===== src/rtl/roic_cfg_sequencer.sv =====
// roic_cfg_sequencer: sequences the ROIC gate-GPIO configuration program and
// single host register writes onto a shared byte-level I2C write engine.
// Ports:
//   s_clk_25mhz, rst_n                     clock, async active-low reset
//   cfg_start, gate_gpio_data              start the 4-write config program
//   host_wr_req/reg/data, host_wr_ack/done/err   host single-write handshake
//   i2c_req/slave_addr/reg/data            request to the I2C write engine
//   i2c_busy/done/nack                     engine status
//   seq_busy, seq_done, seq_error, write_idx     program status
module roic_cfg_sequencer #(
  parameter logic [7:0]  SLAVE_ADDR  = 8'hE8,
  parameter int unsigned DELAY_2MS   = 50000,
  parameter int unsigned MAX_RETRY   = 3,
  parameter int unsigned TIMEOUT_CYC = 4000,
  parameter int unsigned DLY_W       = 24
) (
  input  logic        s_clk_25mhz,
  input  logic        rst_n,
  input  logic        cfg_start,
  input  logic [15:0] gate_gpio_data,
  input  logic        host_wr_req,
  input  logic [7:0]  host_wr_reg,
  input  logic [7:0]  host_wr_data,
  output logic        host_wr_ack,
  output logic        host_wr_done,
  output logic        host_wr_err,
  output logic        i2c_req,
  output logic [7:0]  i2c_slave_addr,
  output logic [7:0]  i2c_reg,
  output logic [7:0]  i2c_data,
  input  logic        i2c_busy,
  input  logic        i2c_done,
  input  logic        i2c_nack,
  output logic        seq_busy,
  output logic        seq_done,
  output logic        seq_error,
  output logic [1:0]  write_idx
);

  localparam int unsigned RTY_W = (MAX_RETRY < 1) ? 1 : $clog2(MAX_RETRY + 1);

  typedef enum logic [2:0] {S_IDLE, S_ISSUE, S_WAIT, S_GAP, S_DONE} state_t;

  state_t             state_q, state_d;
  logic               owner_host_q, owner_host_d;
  logic               adv_q, adv_d;
  logic [RTY_W-1:0]   retry_q, retry_d;
  logic [DLY_W-1:0]   cnt_q, cnt_d;
  logic [15:0]        snap_q, snap_d;
  logic               host_wr_ack_d, host_wr_done_d, host_wr_err_d;
  logic               i2c_req_d, seq_busy_d, seq_done_d, seq_error_d;
  logic [7:0]         i2c_slave_addr_d, i2c_reg_d, i2c_data_d;
  logic [1:0]         write_idx_d;
  logic [DLY_W-1:0]   cnt_inc;
  logic               ok, fail;

  // Register/data byte pair for each step of the fixed config program.
  function automatic logic [15:0] prog_bytes(input logic [1:0] idx, input logic [15:0] snap);
    case (idx)
      2'd0:    prog_bytes = {8'h06, 8'h00};
      2'd1:    prog_bytes = {8'h02, snap[7:0]};
      2'd2:    prog_bytes = {8'h07, 8'h00};
      default: prog_bytes = {8'h03, snap[15:8]};
    endcase
  endfunction

  // State and registered outputs.
  always_ff @(posedge s_clk_25mhz or negedge rst_n) begin
    if (!rst_n) begin
      state_q        <= S_IDLE;
      owner_host_q   <= 1'b0;
      adv_q          <= 1'b0;
      retry_q        <= '0;
      cnt_q          <= '0;
      snap_q         <= '0;
      host_wr_ack    <= 1'b0;
      host_wr_done   <= 1'b0;
      host_wr_err    <= 1'b0;
      i2c_req        <= 1'b0;
      i2c_slave_addr <= '0;
      i2c_reg        <= '0;
      i2c_data       <= '0;
      seq_busy       <= 1'b0;
      seq_done       <= 1'b0;
      seq_error      <= 1'b0;
      write_idx      <= '0;
    end else begin
      state_q        <= state_d;
      owner_host_q   <= owner_host_d;
      adv_q          <= adv_d;
      retry_q        <= retry_d;
      cnt_q          <= cnt_d;
      snap_q         <= snap_d;
      host_wr_ack    <= host_wr_ack_d;
      host_wr_done   <= host_wr_done_d;
      host_wr_err    <= host_wr_err_d;
      i2c_req        <= i2c_req_d;
      i2c_slave_addr <= i2c_slave_addr_d;
      i2c_reg        <= i2c_reg_d;
      i2c_data       <= i2c_data_d;
      seq_busy       <= seq_busy_d;
      seq_done       <= seq_done_d;
      seq_error      <= seq_error_d;
      write_idx      <= write_idx_d;
    end
  end

  // Next-state and next-output logic.
  always_comb begin
    state_d          = state_q;
    owner_host_d     = owner_host_q;
    adv_d            = adv_q;
    retry_d          = retry_q;
    cnt_d            = cnt_q;
    snap_d           = snap_q;
    host_wr_ack_d    = 1'b0;
    host_wr_done_d   = 1'b0;
    host_wr_err_d    = host_wr_err;
    i2c_req_d        = i2c_req;
    i2c_slave_addr_d = i2c_slave_addr;
    i2c_reg_d        = i2c_reg;
    i2c_data_d       = i2c_data;
    seq_busy_d       = seq_busy;
    seq_done_d       = 1'b0;
    seq_error_d      = seq_error;
    write_idx_d      = write_idx;
    cnt_inc          = (cnt_q == {DLY_W{1'b1}}) ? cnt_q : cnt_q + DLY_W'(1);
    ok               = i2c_done & ~i2c_nack;
    fail             = (i2c_done & i2c_nack) | (~i2c_done & (cnt_inc >= DLY_W'(TIMEOUT_CYC)));

    case (state_q)
      S_IDLE: begin
        if (cfg_start) begin
          snap_d                  = gate_gpio_data;
          seq_error_d             = 1'b0;
          seq_busy_d              = 1'b1;
          write_idx_d             = 2'd0;
          retry_d                 = '0;
          owner_host_d            = 1'b0;
          adv_d                   = 1'b0;
          i2c_req_d               = 1'b1;
          i2c_slave_addr_d        = SLAVE_ADDR;
          {i2c_reg_d, i2c_data_d} = prog_bytes(2'd0, gate_gpio_data);
          state_d                 = S_ISSUE;
        end else if (host_wr_req) begin
          host_wr_ack_d    = 1'b1;
          owner_host_d     = 1'b1;
          retry_d          = '0;
          adv_d            = 1'b0;
          i2c_req_d        = 1'b1;
          i2c_slave_addr_d = SLAVE_ADDR;
          i2c_reg_d        = host_wr_reg;
          i2c_data_d       = host_wr_data;
          state_d          = S_ISSUE;
        end
      end
      S_ISSUE: begin
        if (i2c_busy || i2c_done) begin
          i2c_req_d = 1'b0;
          cnt_d     = '0;
          state_d   = S_WAIT;
        end
      end
      S_WAIT: begin
        cnt_d = cnt_inc;
        if (ok) begin
          if (owner_host_q) begin
            host_wr_done_d = 1'b1;
            host_wr_err_d  = 1'b0;
            state_d        = S_DONE;
          end else if (write_idx == 2'd3) begin
            seq_done_d = 1'b1;
            state_d    = S_DONE;
          end else begin
            cnt_d   = DLY_W'(DELAY_2MS);
            adv_d   = 1'b1;
            state_d = S_GAP;
          end
        end else if (fail) begin
          if (retry_q < RTY_W'(MAX_RETRY)) begin
            retry_d = retry_q + RTY_W'(1);
            cnt_d   = DLY_W'(DELAY_2MS);
            adv_d   = 1'b0;
            state_d = S_GAP;
          end else if (owner_host_q) begin
            host_wr_done_d = 1'b1;
            host_wr_err_d  = 1'b1;
            state_d        = S_DONE;
          end else begin
            seq_error_d = 1'b1;
            state_d     = S_DONE;
          end
        end
      end
      S_GAP: begin
        // Leaving on cnt==1 makes the gap exactly DELAY_2MS cycles long.
        if (cnt_q <= DLY_W'(1)) begin
          cnt_d     = '0;
          i2c_req_d = 1'b1;
          state_d   = S_ISSUE;
          if (adv_q) begin
            write_idx_d             = write_idx + 2'd1;
            retry_d                 = '0;
            adv_d                   = 1'b0;
            {i2c_reg_d, i2c_data_d} = prog_bytes(write_idx + 2'd1, snap_q);
          end
        end else begin
          cnt_d = cnt_q - DLY_W'(1);
        end
      end
      S_DONE: begin
        seq_busy_d   = 1'b0;
        owner_host_d = 1'b0;
        state_d      = S_IDLE;
      end
      default: state_d = S_IDLE;
    endcase
  end

endmodule

===== config.mk =====
export PLATFORM = sky130hd
export DESIGN_NAME = roic_cfg_sequencer
export DESIGN_NICKNAME = d
export VERILOG_FILES = /design/src/rtl/roic_cfg_sequencer.sv
export SDC_FILE = /design/constraint.sdc
export NUM_CORES = 1
export LEC_CHECK = 0
export ABC_CLOCK_PERIOD_IN_PS = 6510
export BUFFER_PORTS_ARGS = -buffer_cell sky130_fd_sc_hd__buf_4
export CORE_UTILIZATION = 60
export CTS_CLUSTER_DIAMETER = 30
export DETAILED_ROUTE_END_ITERATION = 12
export PLACE_DENSITY = 0.83
export SYNTH_ARGS = -nofsm -noshare
export SYNTH_HDL_FRONTEND = slang
export SYNTH_SLANG_ARGS = --single-unit
export TNS_END_PERCENT = 50

===== constraint.sdc =====
create_clock -name s_clk_25mhz -period 6.51 [get_ports s_clk_25mhz]
set_input_delay 0.651 -clock s_clk_25mhz [delete_from_list [all_inputs] [get_ports s_clk_25mhz]]
set_output_delay 0.651 -clock s_clk_25mhz [all_outputs]
set_load 0.02 [all_outputs]

======== Yosys cells after proc, flatten, opt, wreduce, memory -nomap -nowiden ========
Cells that the tools add are included.
storage, ports and cells
  latch bits .............................. 0
  memories ................................ 0
  register bits ........................... 80
  RAM bits ................................ 0
  memory bits (read-only) ................. 0
operators by class
  reductions and logical operators ........ 24
  bitwise operators ....................... 6
  multiplexer cells ....................... 85
  divide/modulo/power cells ............... 0
  add/subtract/negate cells ............... 4
  shift operators ......................... 0
  $lt $le $gt $ge ......................... 3
  equal/unequal tests ..................... 25
  $mul .................................... 0
operators with widths
  cell                                                             count
  two-way mux 24 bit                                               8
  two-way mux 8 bit                                                10
  case mux 24 bit (3 select lines)                                 1
  two-way mux 1 bit                                                36
  case mux 11 bit (3 select lines)                                 1
  case mux 8 bit (2 select lines)                                  2
  two-way mux 3 bit                                                9
  adder 24 x 1 -> 24 bit, second input constant                    1
  == test 24 bit, second input constant                            1
  >= comparator 24 x 12 -> 1 bit, second input constant            1
  less-or-equal comparator 24 x 1 -> 1 bit, second input constant  1
  subtractor 24 x 1 -> 24 bit, second input constant               1
  inequality test 2 bit, second input constant                     11
  two-way mux 2 bit                                                10
  AND reduction 4 bit                                              4
  inequality test 3 bit, second input constant                     5
  AND reduction 7 bit                                              2
  case mux 3 bit (4 select lines)                                  1
  AND reduction 2 bit                                              5
  nonzero test 2 bit                                               5
  nonzero test 3 bit                                               3
  == test 3 x 2 -> 1 bit, second input constant                    2
  case mux 1 bit (2 select lines)                                  3
  case mux 1 bit (3 select lines)                                  2
  other kinds (17)                                                 22

======== Depth between registers and ports, before layout ========
  depth after elaboration ................. 8
  depth in mapped cells ................... 13

======== Least setup slack after synthesis ========
OpenSTA, ideal clock, no wires.
  kind .................................... reg-to-reg
  start point ............................. reg cnt_q[1]
  end point ............................... reg cnt_q[20]
  arrival time ............................ 2.748 ns
  slack ................................... 3.680 ns
  period minus slack after synthesis ...... 2.830 ns
  stages on the path, launching flop included .. 10
  path buffers ............................ 0
  cell sequence ........................... dfrtp_1 -> ha_1 -> nand3_2 -> nor3_2 -> a211oi_4 -> or3_1 -> a221oi_2 -> a311o_2 -> or4b_1 -> a22oi_2
between the ends
  longest elaborated chain between the ends .. 8
  elaborated cells on any way between the ends .. 15
  classes of those cells .................. 2 x add/sub; 2 x order compare; 1 x eq/ne; 8 x mux; 2 x bitwise
ends and longest elaborated chain
  what                                                      line  RTL
  start, declared                                           48    logic [DLY_W-1:0] cnt_q, cnt_d;
  start signal, assigned                                    92    cnt_q <= cnt_d;
  adder 24 x 1 -> 24 bit or == test 24 bit (tied branches)  127   cnt_inc = (cnt_q == {DLY_W{1'b1}}) ? cnt_q : cnt_q + DLY_W'(1);
  two-way mux 24 bit                                        127
  >= comparator 24 x 12 -> 1 bit                            129   fail = (i2c_done & i2c_nack) | (~i2c_done & (cnt_inc >= DLY_W'(TIMEOUT_CYC)));
  bitwise AND 1 bit                                         129
  bitwise OR 1 bit                                          129
  two-way mux 24 bit                                        179   end else if (fail) begin
  two-way mux 24 bit                                        166   if (ok) begin
  case mux 24 bit (3 select lines) (*)                      131   case (state_q)
Mark *: on every way between the ends. The rest lies on a longest branch, timed or not.
A chain may end at the register's enable or synchronous reset.

======== Worst setup path after layout ========
  start point ............................. reg cnt_q[0]
  end point ............................... reg cnt_q[14]
The elaborated chain is that of the path after synthesis.

==> impl_metrics.json <==
{
  "status": "completed",
  "p_comb_share_pct": 45.7,
  "dp.cells": 695,
  "setup_viol": 0,
  "tightest_slew_ns": 1.206,
  "dpl_cell_area_um2": 5191,
  "cp_common_cell": "o21ai_0",
  "core_region_area_um2": 7727,
  "avgSynthCellArea_um2": 8.328,
  "largest_reg_flops": 24,
  "slew_headroom_pct": 18.97,
  "numCtsBuffers": 9,
  "ant_nets": 0,
  "swShare_pct": 45.53,
  "syn2layout_area_growth_pct": 12.75,
  "place_hpwl_um": 9044,
  "holdCritPathClass": "in -> async",
  "top_register": "cnt_q",
  "max_stage_delay_ns": 0.67,
  "top_regs": "cnt_q: 24 flops, snap_q: 16 flops",
  "vias": 4490,
  "nets": 651,
  "yosys.area.top_type": "dfrtp_1",
  "max_freq_mhz": 265.8,
  "synth_edf_count": 0,
  "grt_antenna_before_repair": 0,
  "ir_drop_mv": 0.2202,
  "cts-hold-fix-buffers": 0,
  "worst-setup-path-type": "reg -> reg",
  "dr.first_iter.drc_count": 444,
  "ys_seq_area_share_pct": 38.08,
  "routed_via_density": 6.315,
  "p_total_mw": 2.342,
  "port_buffers": 67,
  "synthArstFlopShare_pct": 100.0,
  "postCtsSetupBuffers": 0,
  "sequentialPowerShare_pct": 37.2,
  "setup_slack_ns": 2.748,
  "p_switching_mw": 1.066,
  "cp_cell_sequence": "ha_1 > and3_1 > nand3_2 > nor2_1 > o21ai_0 > a211o_1 > a31oi_1 > o21ai_0 > o211ai_1",
  "io_pins": 72,
  "gp_congestion": 0.9427,
  "die_y_um": 91.42,
  "grt_max_degree": 74,
  "drc": 0,
  "synth_area_leaders": "dfrtp_1 38%, nand2_1 5.2%, o21ai_0 4.8%, mux2_2 4.5%, nor2_1 4.4%",
  "p_int_mw": 1.275,
  "slew_violations": 0,
  "root_buffer": "clkbuf_8",
  "cts.path.max_buffers": 2,
  "netlist_area_um2": 4797,
  "rows": 32,
  "drive_above_1_share_pct": 20.03,
  "grt_pass1_wl_um": 21050,
  "fin_area_um2": 5409,
  "startpoint_type": "flop",
  "finalWirelength_um": 12790,
  "p_per_area_nw_per_um2": 432.9,
  "period_share_pct": 57.79,
  "cp_max_fo": 10,
  "synth_top_area_share_pct": 38.08,
  "clk_pin_slew_ns": 0.08,
  "cts_htree_levels": 3,
  "n_fill_cell": 637,
  "place_ws_ns": 2.843,
  "cts_sinks": 73,
  "die_area_um2": 8357,
  "overflow": 0,
  "clkPwrFrac_pct": 17.2,
  "min_period_ns": 3.762,
  "yosysWarnings": 0,
  "first_pass_iters": 5,
  "synth_cells": 576,
  "grt_pass1_vias": 4253,
  "start_util_pct": 62.08,
  "cts_resized": 0,
  "fin_setup_tns_ns": 0,
  "leakage_nw": 2.285,
  "rsz0062_at_grt": "false",
  "cts_tree": "done",
  "ys_types": 67,
  "cp.required_ns": 6.78,
  "track_usage_pct": 32.01,
  "worstPathArrival_ns": 4.03,
  "ys_ff_latch": 73,
  "final_hold_viol_count": 0,
  "insertion_delay_ns": 0.36,
  "finalNonFillerCells": 711,
  "max-cap-violations": 0,
  "ff2ff_path_depth": 9,
  "fp.dieW_um": 91.42,
  "finClkSkew_ns": 0.01429,
  "routedWlPerCell_um": 17.99,
  "antenna_cells": 0,
  "cp-end-kind": "flop",
  "crit_slowest_cell": "a31oi_1",
  "synth_ff_type": "dfrtp_1"
}
## synth_stat cells, drive strengths merged (5+ instances only)
cell type   n
and2        7
o31ai       5
ha          8
xor2        7
nor2       56
buf        24
xnor2       6
a31oi      11
nand4       9
or4         5
nand2      68
nand3b      6
o21ai      47
nor4       11
or3         8
dfrtp      73
and4        8
nor3       22
mux2       19
a22oi      16
clkbuf     31
and3        5
nand3      24
a21oi      38
inv        12
## worst max-delay path, delay by kind of cell (launching register included)
kind / cells / cell delay, ns
flip-flops: 1 / 0.57
adder cells (fa/ha/maj): 1 / 0.29
AND/OR/NAND/NOR: 3 / 1.07
AO/OA/AOI/OAI: 5 / 1.76
## final timing paths
check                            start     endpoint  slack [ns]
min in group s_clk_25mhz   i2c_data[1]  i2c_data[1]        0.49
max                           cnt_q[0]    cnt_q[14]        2.75
max in group asynchronous        rst_n    snap_q[2]        5.47
max reg2reg                   cnt_q[0]    cnt_q[14]        2.75
min reg2reg                i2c_data[1]  i2c_data[1]        0.49
min                              rst_n    cnt_q[13]        0.41
## stage by stage
step | utilization (%) | hold slack, ns
6_report | 70.00 | 0.4097
2_1_floorplan | - | 0.3554
5_1_grt | 70.00 | 0.5124
3_5_place_dp | 67.18 | 0.4718
4_1_cts | 70.00 | 0.4725
3_3_place_gp | 67.18 | 0.4647
## cells in the final DEF (no fill, tap or decap), drive strengths merged, types with 3 or more instances in the layout
cell	netlist	final
o31ai	5	5
nor3	22	22
inv	12	14
nor2	56	56
or2	4	4
nor2b	4	4
nand3	24	24
and3	5	5
a31oi	11	11
and2	7	7
xor2	7	7
mux2	19	19
a22oi	16	16
or3	8	8
xnor2	6	6
a21oi	38	38
a41oi	3	3
clkbuf	31	10
conb	1	4
and4	8	8
nand4	9	9
nand3b	6	6
buf	24	69
o221ai	4	4
o211ai	4	4
o21ai	47	47
nor4	11	11
or4	5	5
dfrtp	73	73
nand2	68	68
nand2b	3	3
ha	8	8
a211o	3	3
a311oi	3	3
## power groups by stage
stage / clock [mW] / combinational (mW) / sequential, mW
after detailed placement: 0 / 1.05 / 0.873
after global placement: 0 / 1.03 / 0.862
after CTS: 0.406 / 1.06 / 0.864
final: 0.402 / 1.07 / 0.870
after global routing: 0.421 / 1.19 / 0.899
after floorplan: 0 / 0.822 / 0.793
## cells by family (layout without fill, tap and decap cells)
family / Yosys count / count (layout) / synth area share, %
mux: 21 / 21 / 4.878
compound gates: 148 / 148 / 19.48
xor+xnor: 13 / 13 / 2.374
other cells: 1 / 4 / 0.07817
fa+ha+maj: 8 / 8 / 2.087
simple gates: 245 / 245 / 26.53
flops: 73 / 73 / 38.08
buf+inv: 67 / 97 / 6.494
## metal layers
metal	vias to the layer above	routed length, µm	global-route usage [%]
met3	36	1114	6.784
met4	0	339	13.76
li1	2120	-	-
met1	2115	5307	42.47
met5	-	0	0
met2	219	6030	50.56
## layout make-up
type | count | area, µm² | share of cell area, %
multi-input combinational | 439 | 2674 | 49.43
sequential | 73 | 1827 | 33.77
timing repair buffer | 69 | 518.0 | 9.577
clock buffer | 10 | 127.6 | 2.359
tap | 102 | 127.6 | 2.359
clock inverter | 6 | 90.09 | 1.666
inverter | 12 | 45.04 | 0.8328
Power figures use the tool's default switching activity.
